<file path="src/rtl/rx_word_aligner_if.sv">
// Bus bundle for rx_word_aligner: beat input, aligned word output and per-lane lock status.
// slip_req exists only when RX_ALIGN_MANUAL_SLIP_EN is defined.
interface rx_word_aligner_if #(
  parameter int LANES  = 1,
  parameter int DIN_W  = 6,
  parameter int WORD_W = 12,
  parameter int OFF_W  = 4
) ();
  logic [LANES*DIN_W-1:0]  din;
  logic                    din_vld;
  logic                    align_req;
`ifdef RX_ALIGN_MANUAL_SLIP_EN
  logic [LANES-1:0]        slip_req;
`endif
  logic [LANES*WORD_W-1:0] dout;
  logic                    dout_vld;
  logic [LANES-1:0]        lane_locked;
  logic                    all_locked;
  logic [LANES*OFF_W-1:0]  lane_offset;
  logic [LANES-1:0]        hunt_fail;

`ifdef RX_ALIGN_MANUAL_SLIP_EN
  modport master (
    output din, din_vld, align_req, slip_req,
    input  dout, dout_vld, lane_locked, all_locked, lane_offset, hunt_fail
  );
  modport slave (
    input  din, din_vld, align_req, slip_req,
    output dout, dout_vld, lane_locked, all_locked, lane_offset, hunt_fail
  );
`else
  modport master (
    output din, din_vld, align_req,
    input  dout, dout_vld, lane_locked, all_locked, lane_offset, hunt_fail
  );
  modport slave (
    input  din, din_vld, align_req,
    output dout, dout_vld, lane_locked, all_locked, lane_offset, hunt_fail
  );
`endif
endinterface

</file>
<file path="src/rtl/rx_word_aligner.sv">
// Multi-lane word assembler with training-pattern hunt and lock FSM on clk_rxg.
// Optional manual per-lane bit slip while locked: define RX_ALIGN_MANUAL_SLIP_EN.
module rx_word_aligner #(
  parameter int                       LANES         = 1,
  parameter int                       DIN_W         = 6,
  parameter int                       RATIO         = 2,
  parameter logic [DIN_W*RATIO-1:0]   TRAIN_PATTERN = 12'hFC0,
  parameter int                       LOCK_CNT      = 16
) (
  input  logic             clk_rxg,
  input  logic             rst_rx_n,
  rx_word_aligner_if.slave bus
);
  localparam int WORD_W = DIN_W * RATIO;
  localparam int OFF_W  = $clog2(WORD_W);
  localparam int CNT_W  = $clog2(RATIO);
  localparam int HOLD_W = WORD_W - DIN_W;
  localparam logic [CNT_W-1:0] LAST_BEAT = CNT_W'(RATIO - 1);
  localparam logic [OFF_W-1:0] LAST_OFF  = OFF_W'(WORD_W - 1);
  localparam logic [7:0]       LOCK_LAST = 8'(LOCK_CNT - 1);

  typedef enum logic [1:0] {HUNT, CHECK, LOCKED} lane_state_e;

  logic [CNT_W-1:0]        beat_cnt;
  logic                    word_tick;
  logic                    tick_d;
  logic [HOLD_W-1:0]       hold_q    [LANES];
  logic [WORD_W-1:0]       cur_q     [LANES];
  logic [WORD_W-1:0]       prev_q    [LANES];
  logic [WORD_W-1:0]       assembled [LANES];
  logic [WORD_W-1:0]       aligned   [LANES];
  lane_state_e             state_q   [LANES];
  lane_state_e             state_d   [LANES];
  logic [OFF_W-1:0]        off_q     [LANES];
  logic [OFF_W-1:0]        off_d     [LANES];
  logic [7:0]              match_q   [LANES];
  logic [7:0]              match_d   [LANES];
  logic [LANES-1:0]        settle_q, settle_d;
  logic [LANES-1:0]        fail_q, fail_d;
  logic [LANES*WORD_W-1:0] dout_q;
  logic                    dout_vld_q;

  function automatic logic [OFF_W-1:0] next_off(input logic [OFF_W-1:0] off);
    return (off == LAST_OFF) ? '0 : off + 1'b1;
  endfunction

  assign word_tick = bus.din_vld && (beat_cnt == LAST_BEAT);

  // Per-lane assembly and the window slice selected by the current offset.
  for (genvar g = 0; g < LANES; g++) begin : g_lane
    logic [2*WORD_W-1:0] shifted;
    assign assembled[g] = {hold_q[g], bus.din[g*DIN_W +: DIN_W]};
    assign shifted      = {prev_q[g], cur_q[g]} << off_q[g];
    assign aligned[g]   = shifted[2*WORD_W-1 -: WORD_W];
    assign bus.lane_locked[g]                 = (state_q[g] == LOCKED);
    assign bus.lane_offset[g*OFF_W +: OFF_W]  = off_q[g];
  end

  assign bus.all_locked = &bus.lane_locked;
  assign bus.hunt_fail  = fail_q;
  assign bus.dout       = dout_q;
  assign bus.dout_vld   = dout_vld_q;

  always_ff @(posedge clk_rxg or negedge rst_rx_n) begin
    if (!rst_rx_n) begin
      beat_cnt <= '0;
      tick_d   <= 1'b0;
      // NOTE: these per-lane arrays are plain flops, not RAM, so they take the async reset too.
      for (int i = 0; i < LANES; i++) begin
        hold_q[i] <= '0;
        cur_q[i]  <= '0;
        prev_q[i] <= '0;
      end
    end else begin
      tick_d <= word_tick;
      if (bus.din_vld) begin
        beat_cnt <= word_tick ? '0 : beat_cnt + 1'b1;
        for (int i = 0; i < LANES; i++) begin
          hold_q[i] <= assembled[i][HOLD_W-1:0];
          if (word_tick) begin
            prev_q[i] <= cur_q[i];
            cur_q[i]  <= assembled[i];
          end
        end
      end
    end
  end

  // Output register fires one edge after the word tick, alongside the FSM evaluation.
  always_ff @(posedge clk_rxg or negedge rst_rx_n) begin
    if (!rst_rx_n) begin
      dout_q     <= '0;
      dout_vld_q <= 1'b0;
    end else begin
      dout_vld_q <= tick_d;
      if (tick_d) begin
        for (int i = 0; i < LANES; i++) dout_q[i*WORD_W +: WORD_W] <= aligned[i];
      end
    end
  end

`ifdef RX_ALIGN_MANUAL_SLIP_EN
  logic [LANES-1:0] slip_q1, slip_q2, slip_rise;

  always_ff @(posedge clk_rxg or negedge rst_rx_n) begin
    if (!rst_rx_n) begin
      slip_q1 <= '0;
      slip_q2 <= '0;
    end else begin
      slip_q1 <= bus.slip_req;
      slip_q2 <= slip_q1;
    end
  end

  assign slip_rise = slip_q1 & ~slip_q2;
`endif

  always_ff @(posedge clk_rxg or negedge rst_rx_n) begin
    if (!rst_rx_n) begin
      settle_q <= '0;
      fail_q   <= '0;
      for (int i = 0; i < LANES; i++) begin
        state_q[i] <= HUNT;
        off_q[i]   <= '0;
        match_q[i] <= '0;
      end
    end else begin
      settle_q <= settle_d;
      fail_q   <= fail_d;
      for (int i = 0; i < LANES; i++) begin
        state_q[i] <= state_d[i];
        off_q[i]   <= off_d[i];
        match_q[i] <= match_d[i];
      end
    end
  end

  always_comb begin
    // NOTE: every next-state variable gets its hold value first, so no path can infer a latch.
    settle_d = settle_q;
    fail_d   = fail_q;
    for (int i = 0; i < LANES; i++) begin
      state_d[i] = state_q[i];
      off_d[i]   = off_q[i];
      match_d[i] = match_q[i];

      if (bus.align_req) begin
        // Restart wins over any evaluation in the same cycle; the offset is kept.
        state_d[i]  = HUNT;
        match_d[i]  = '0;
        fail_d[i]   = 1'b0;
        settle_d[i] = 1'b0;
      end else begin
        if (tick_d) begin
          if (settle_q[i]) begin
            settle_d[i] = 1'b0;
          end else begin
            unique case (state_q[i])
              HUNT: begin
                if (aligned[i] == TRAIN_PATTERN) begin
                  state_d[i] = CHECK;
                  match_d[i] = 8'd1;
                end else begin
                  off_d[i]    = next_off(off_q[i]);
                  fail_d[i]   = fail_q[i] | (off_q[i] == LAST_OFF);
                  settle_d[i] = 1'b1;
                end
              end
              CHECK: begin
                if (aligned[i] == TRAIN_PATTERN) begin
                  match_d[i] = match_q[i] + 8'd1;
                  if (match_q[i] == LOCK_LAST) state_d[i] = LOCKED;
                end else begin
                  state_d[i]  = HUNT;
                  match_d[i]  = '0;
                  off_d[i]    = next_off(off_q[i]);
                  fail_d[i]   = fail_q[i] | (off_q[i] == LAST_OFF);
                  settle_d[i] = 1'b1;
                end
              end
              default: ;
            endcase
          end
        end
`ifdef RX_ALIGN_MANUAL_SLIP_EN
        if (slip_rise[i] && (state_q[i] == LOCKED)) off_d[i] = next_off(off_q[i]);
`endif
      end
    end
  end

endmodule
</file>
<file path="src/flat_wrapper.sv">
// flat-port wrapper written by rule: the top's interface ports become plain ports
module rx_word_aligner_flat 
#(
  parameter int                       LANES         = 1,
  parameter int                       DIN_W         = 6,
  parameter int                       RATIO         = 2,
  parameter logic [DIN_W*RATIO-1:0]   TRAIN_PATTERN = 12'hFC0,
  parameter int                       LOCK_CNT      = 16
)
  (clk_rxg, rst_rx_n, bus_din, bus_din_vld, bus_align_req, bus_dout, bus_dout_vld, bus_lane_locked, bus_all_locked, bus_lane_offset, bus_hunt_fail);
  rx_word_aligner_if #(.LANES(LANES), .DIN_W(DIN_W)) bus_i ();
  input  logic clk_rxg;
  input  logic rst_rx_n;
  input wire logic [$bits(bus_i.din)-1:0] bus_din;
  input wire logic [$bits(bus_i.din_vld)-1:0] bus_din_vld;
  input wire logic [$bits(bus_i.align_req)-1:0] bus_align_req;
  output wire logic [$bits(bus_i.dout)-1:0] bus_dout;
  output wire logic [$bits(bus_i.dout_vld)-1:0] bus_dout_vld;
  output wire logic [$bits(bus_i.lane_locked)-1:0] bus_lane_locked;
  output wire logic [$bits(bus_i.all_locked)-1:0] bus_all_locked;
  output wire logic [$bits(bus_i.lane_offset)-1:0] bus_lane_offset;
  output wire logic [$bits(bus_i.hunt_fail)-1:0] bus_hunt_fail;
  assign bus_i.din = bus_din;
  assign bus_i.din_vld = bus_din_vld;
  assign bus_i.align_req = bus_align_req;
  assign bus_dout = bus_i.dout;
  assign bus_dout_vld = bus_i.dout_vld;
  assign bus_lane_locked = bus_i.lane_locked;
  assign bus_all_locked = bus_i.all_locked;
  assign bus_lane_offset = bus_i.lane_offset;
  assign bus_hunt_fail = bus_i.hunt_fail;
  rx_word_aligner #(.LANES(LANES), .DIN_W(DIN_W), .RATIO(RATIO), .TRAIN_PATTERN(TRAIN_PATTERN), .LOCK_CNT(LOCK_CNT)) u_core (.clk_rxg(clk_rxg), .rst_rx_n(rst_rx_n), .bus(bus_i));
endmodule
</file>
<file path="config.mk">
export PLATFORM = sky130hd
export DESIGN_NAME = rx_word_aligner_flat
export DESIGN_NICKNAME = d
export VERILOG_FILES = /design/src/rtl/rx_word_aligner_if.sv /design/src/rtl/rx_word_aligner.sv /design/src/flat_wrapper.sv
export SDC_FILE = /design/constraint.sdc
export NUM_CORES = 1
export LEC_CHECK = 0
export CAP_MARGIN = 10
export CELL_PAD_IN_SITES_DETAIL_PLACEMENT = 0
export CELL_PAD_IN_SITES_GLOBAL_PLACEMENT = 1
export CORE_UTILIZATION = 30
export DETAILED_ROUTE_END_ITERATION = 6
export PLACE_DENSITY_LB_ADDON = 0.1
export SLEW_MARGIN = 20
export SYNTH_ARGS = -nofsm -noshare
export SYNTH_HDL_FRONTEND = slang
export SYNTH_SLANG_ARGS = --single-unit
</file>
<file path="constraint.sdc">
create_clock -name clk_rxg -period 3.45 [get_ports clk_rxg]
set_input_delay 0.69 -clock clk_rxg [delete_from_list [all_inputs] [get_ports clk_rxg]]
set_output_delay 0.69 -clock clk_rxg [all_outputs]
set_load 0.02 [all_outputs]
</file>
==> metrics.yaml <==
sta:
  slew_violations: 0
  max_freq_mhz: 321
  finalSetupViolCount: 0
  period_share_pct: 90.3
  fin_ws_ps: 335
  worst_slew_pin_slew_ps: 809
  slew_headroom_pct: 45.6
  skew_ps: 6.61
  rsz0062_at_grt: "no"
  layout_min_cycle_time_ps: 3120
  tns_ps: 0
  finalHoldViolations: 0
route:
  drtPass1Iterations: 4
  ant_nets: 0
  drt-vias-per-instance: 5.20
  drc: 0
  wl_per_cell_um: 17.1
  vias: 2623
  drt-total-wl_um: 8610
  drtIter0Drc: 105
power:
  irDropWorstVdd_mv: 0.413
  leakage_nw: 1.76
  power_mw: 4.47
  p_per_area_nw_per_um2: 1030
place:
  dpl_cell_area_um2: 4010
  hpwl_um: 6300
  routabilityCongestion: 0.821
  preCtsSetupSlack_ps: 155
  port_buffers: 29
critical_path:
  worstPathArrival_ps: 3390
  slowest_delay_ps: 550
  worst-path-buf-inv: 1
  crit_path_end_kind: "register"
  crit_slowest_cell: "mux4_2"
  critical_path_class: "register to register"
  cp-start-kind: "register"
  crit_family: "simple AND/OR/NAND/NOR gates"
  required_ps: 3730
  cp_max_fo: 9
  cp_cell_sequence: "buf_4 -> mux4_2 -> nand2_1 -> nand2_1 -> o41a_1 -> nor3_4 -> nand3_1 -> or4_1 -> nand3_1"
cells_and_area:
  antenna-diode-count: 0
  synthToLayoutAreaGrowth_pct: 22.9
  drive_above_1_share_pct: 27.1
  fillers: 1154
  final_cell_mix: "59 x dfrtp_1, 38 x mux2_2, 28 x clkdlybuf4s50_1"
  layout_commonest_cell: "dfrtp_1"
  nets: 368
  multi_input_comb_area_um2: 1850
  seqCellArea_um2: 1530
  fin_area_um2: 4330
clock_tree:
  clockBufferDepth: 2
  post-cts-setup-buffer-count: 0
  cts_buffers: 9
  cts_tree: "done"
  clock_insertion_delay_worst_skew_ps: 340
  ctsHtreeMaxLevel: 3
  path_clk_slew_ps: 60
  root_buffer: "clkbuf_16"
  clock_sinks: 61
yosys:
  synth_top_area_share_pct: 43.3
  ys_types: 55
  synth_ff_type: "dfrtp_1"
  ys_async_sr_fraction_pct: 100
  synth_edf_count: 0
  yosysWarnings: 0
  ys_seq_area_share_pct: 43.3
  synth_area_leaders: "dfrtp_1 43%, mux2_2 12%, mux4_2 9.6%"
  syn-num-nets: 332
  synth-seq-cells: 61
  avgSynthCellArea_um2: 11.0
  syn_inst: 320
  yosysTopAreaCell: "dfrtp_1"
  syn_area_um2: 3520
die:
  start_util_pct: 30.8
  dieArea_um2: 12200
  die_w_um: 110
  die-height_um: 110
  core_um2: 11400
  ioPinCount: 30
  rows: 39
global_route:
  antenna_found_initial: 0
  grt_max_degree: 38
  track_usage_pct: 15.9
  grt_pass1_vias: 2583
  grt_first_pass_wirelength_um: 14100
  gr-total-overflow: 0
outcome:
  outcome: "finished clean"
flow_run:
  drv_cap: 0
worst_hold_path:
  hp-class: "input pin to asynchronous set/reset pin"
-- worst register-to-register path, cell delays in order, from the launching register on --
cell and delay, ps:
dfrtp_2 490, buf_4 220, mux4_2 550, nand2_1 130, nand2_1 120, o41a_1 520, nor3_4 260, nand3_1 180
or4_1 500, nand3_1 90
-- sequential cells by signal, summed over array words and instances (netlist names) --
| signal | flops |
|---|---|
| u_core.match_q | 8 |
| u_core.bus.hunt_fail | 1 |
| u_core.state_q | 2 |
| u_core.prev_q | 12 |
| u_core.hold_q | 6 |
| u_core.beat_cnt | 1 |
| u_core.tick_d | 1 |
| u_core.cur_q | 12 |
| u_core.bus.dout | 12 |
| u_core.bus.lane_offset | 4 |
| u_core.settle_q | 1 |
| u_core.bus.dout_vld | 1 |
-- per-stage QoR --
| stage | utilization (%) | hold slack (ps) | cells |
|---|---|---|---|
| floorplan | - | 352 | 320 |
| global placement | 35.1 | 452 | 488 |
| detailed placement | 35.1 | 458 | 488 |
| CTS | 37.8 | 404 | 504 |
| global route | 37.9 | 438 | 504 |
| finish | 37.9 | 370 | 504 |
-- report_power, final --
| part | internal (mW) | switching [mW] |
|---|---|---|
| combinational | 1.14 | 1.11 |
| clock | 0.597 | 0.329 |
| sequential | 0.984 | 0.319 |
-- worst paths after layout --
| path | end | cells after the start | slack (ps) | startpoint |
|---|---|---|---|---|
| min in group clk_rxg | u_core.beat_cnt | 1 | 460 | u_core.beat_cnt |
| worst max-delay path | u_core.match_q[7] | 9 | 330 | u_core.bus.lane_offset[0] |
| max in group asynchronous | u_core.bus.lane_offset[0] | 2 | 2140 | rst_rx_n |
| worst max register to register | u_core.match_q[7] | 9 | 330 | u_core.bus.lane_offset[0] |
| worst min register to register | u_core.beat_cnt | 1 | 460 | u_core.beat_cnt |
| worst min-delay path | u_core.match_q[3] | 1 | 370 | rst_rx_n |
-- routing by layer --
metal | share of wire, % | track usage (%)
met5 | 0 | 0
met4 | 2.3 | 7.89
met2 | 45 | 23.1
met3 | 3.8 | 4.59
met1 | 49 | 21.5
-- layout make-up --
type | count | area share, %
clock buffer | 11 | 5.84
clock inverter | 5 | 1.36
tap | 143 | 4.13
multi-input combinational | 226 | 42.8
sequential | 61 | 35.3
timing repair buffer | 46 | 9.54
inverter | 12 | 1.04
-- cell usage after synthesis, types with 2 or more instances --
master    count
dfrtp_1      61
mux2_2       38
nand2_1      26
nor2_1       24
mux4_2       15
o21ai_0      15
clkbuf_1     12
inv_1        12
mux2i_1      10
nand3_1       8
a21oi_1       7
o21ai_1       7
nand2b_1      6
nor2b_1       5
o211ai_1      5
and3_1        4
nor3b_1       4
or4_1         4
a211oi_1      3
a31oi_1       3
buf_2         3
and3b_1       2
buf_1         2
buf_4         2
buf_6         2
ha_1          2
nand4b_1      2
nor3_1        2
nor4b_1       2
o221ai_1      2
o22a_1        2
o22ai_1       2
o31ai_1       2
or2_1         2
or3_1         2
-- kinds of logic (layout without fill, tap and decap cells) --
| kind of cell | Yosys count | in the layout | share of synthesized area, % |
|---|---|---|---|
| simple gates | 103 | 103 | 16.0 |
| mux | 64 | 64 | 24.9 |
| flops | 61 | 61 | 43.3 |
| compound gates | 56 | 56 | 10.5 |
| buf+inv | 33 | 74 | 4.26 |
| fa+ha+maj | 2 | 2 | 0.710 |
| xor+xnor | 1 | 1 | 0.249 |
-- what timing repair did --
action	CTS	global route
resized for setup	0	3
hold buffers	0	0
endpoints found under the setup margin	0	5
No activity file was read; power rests on OpenSTA's default activity.
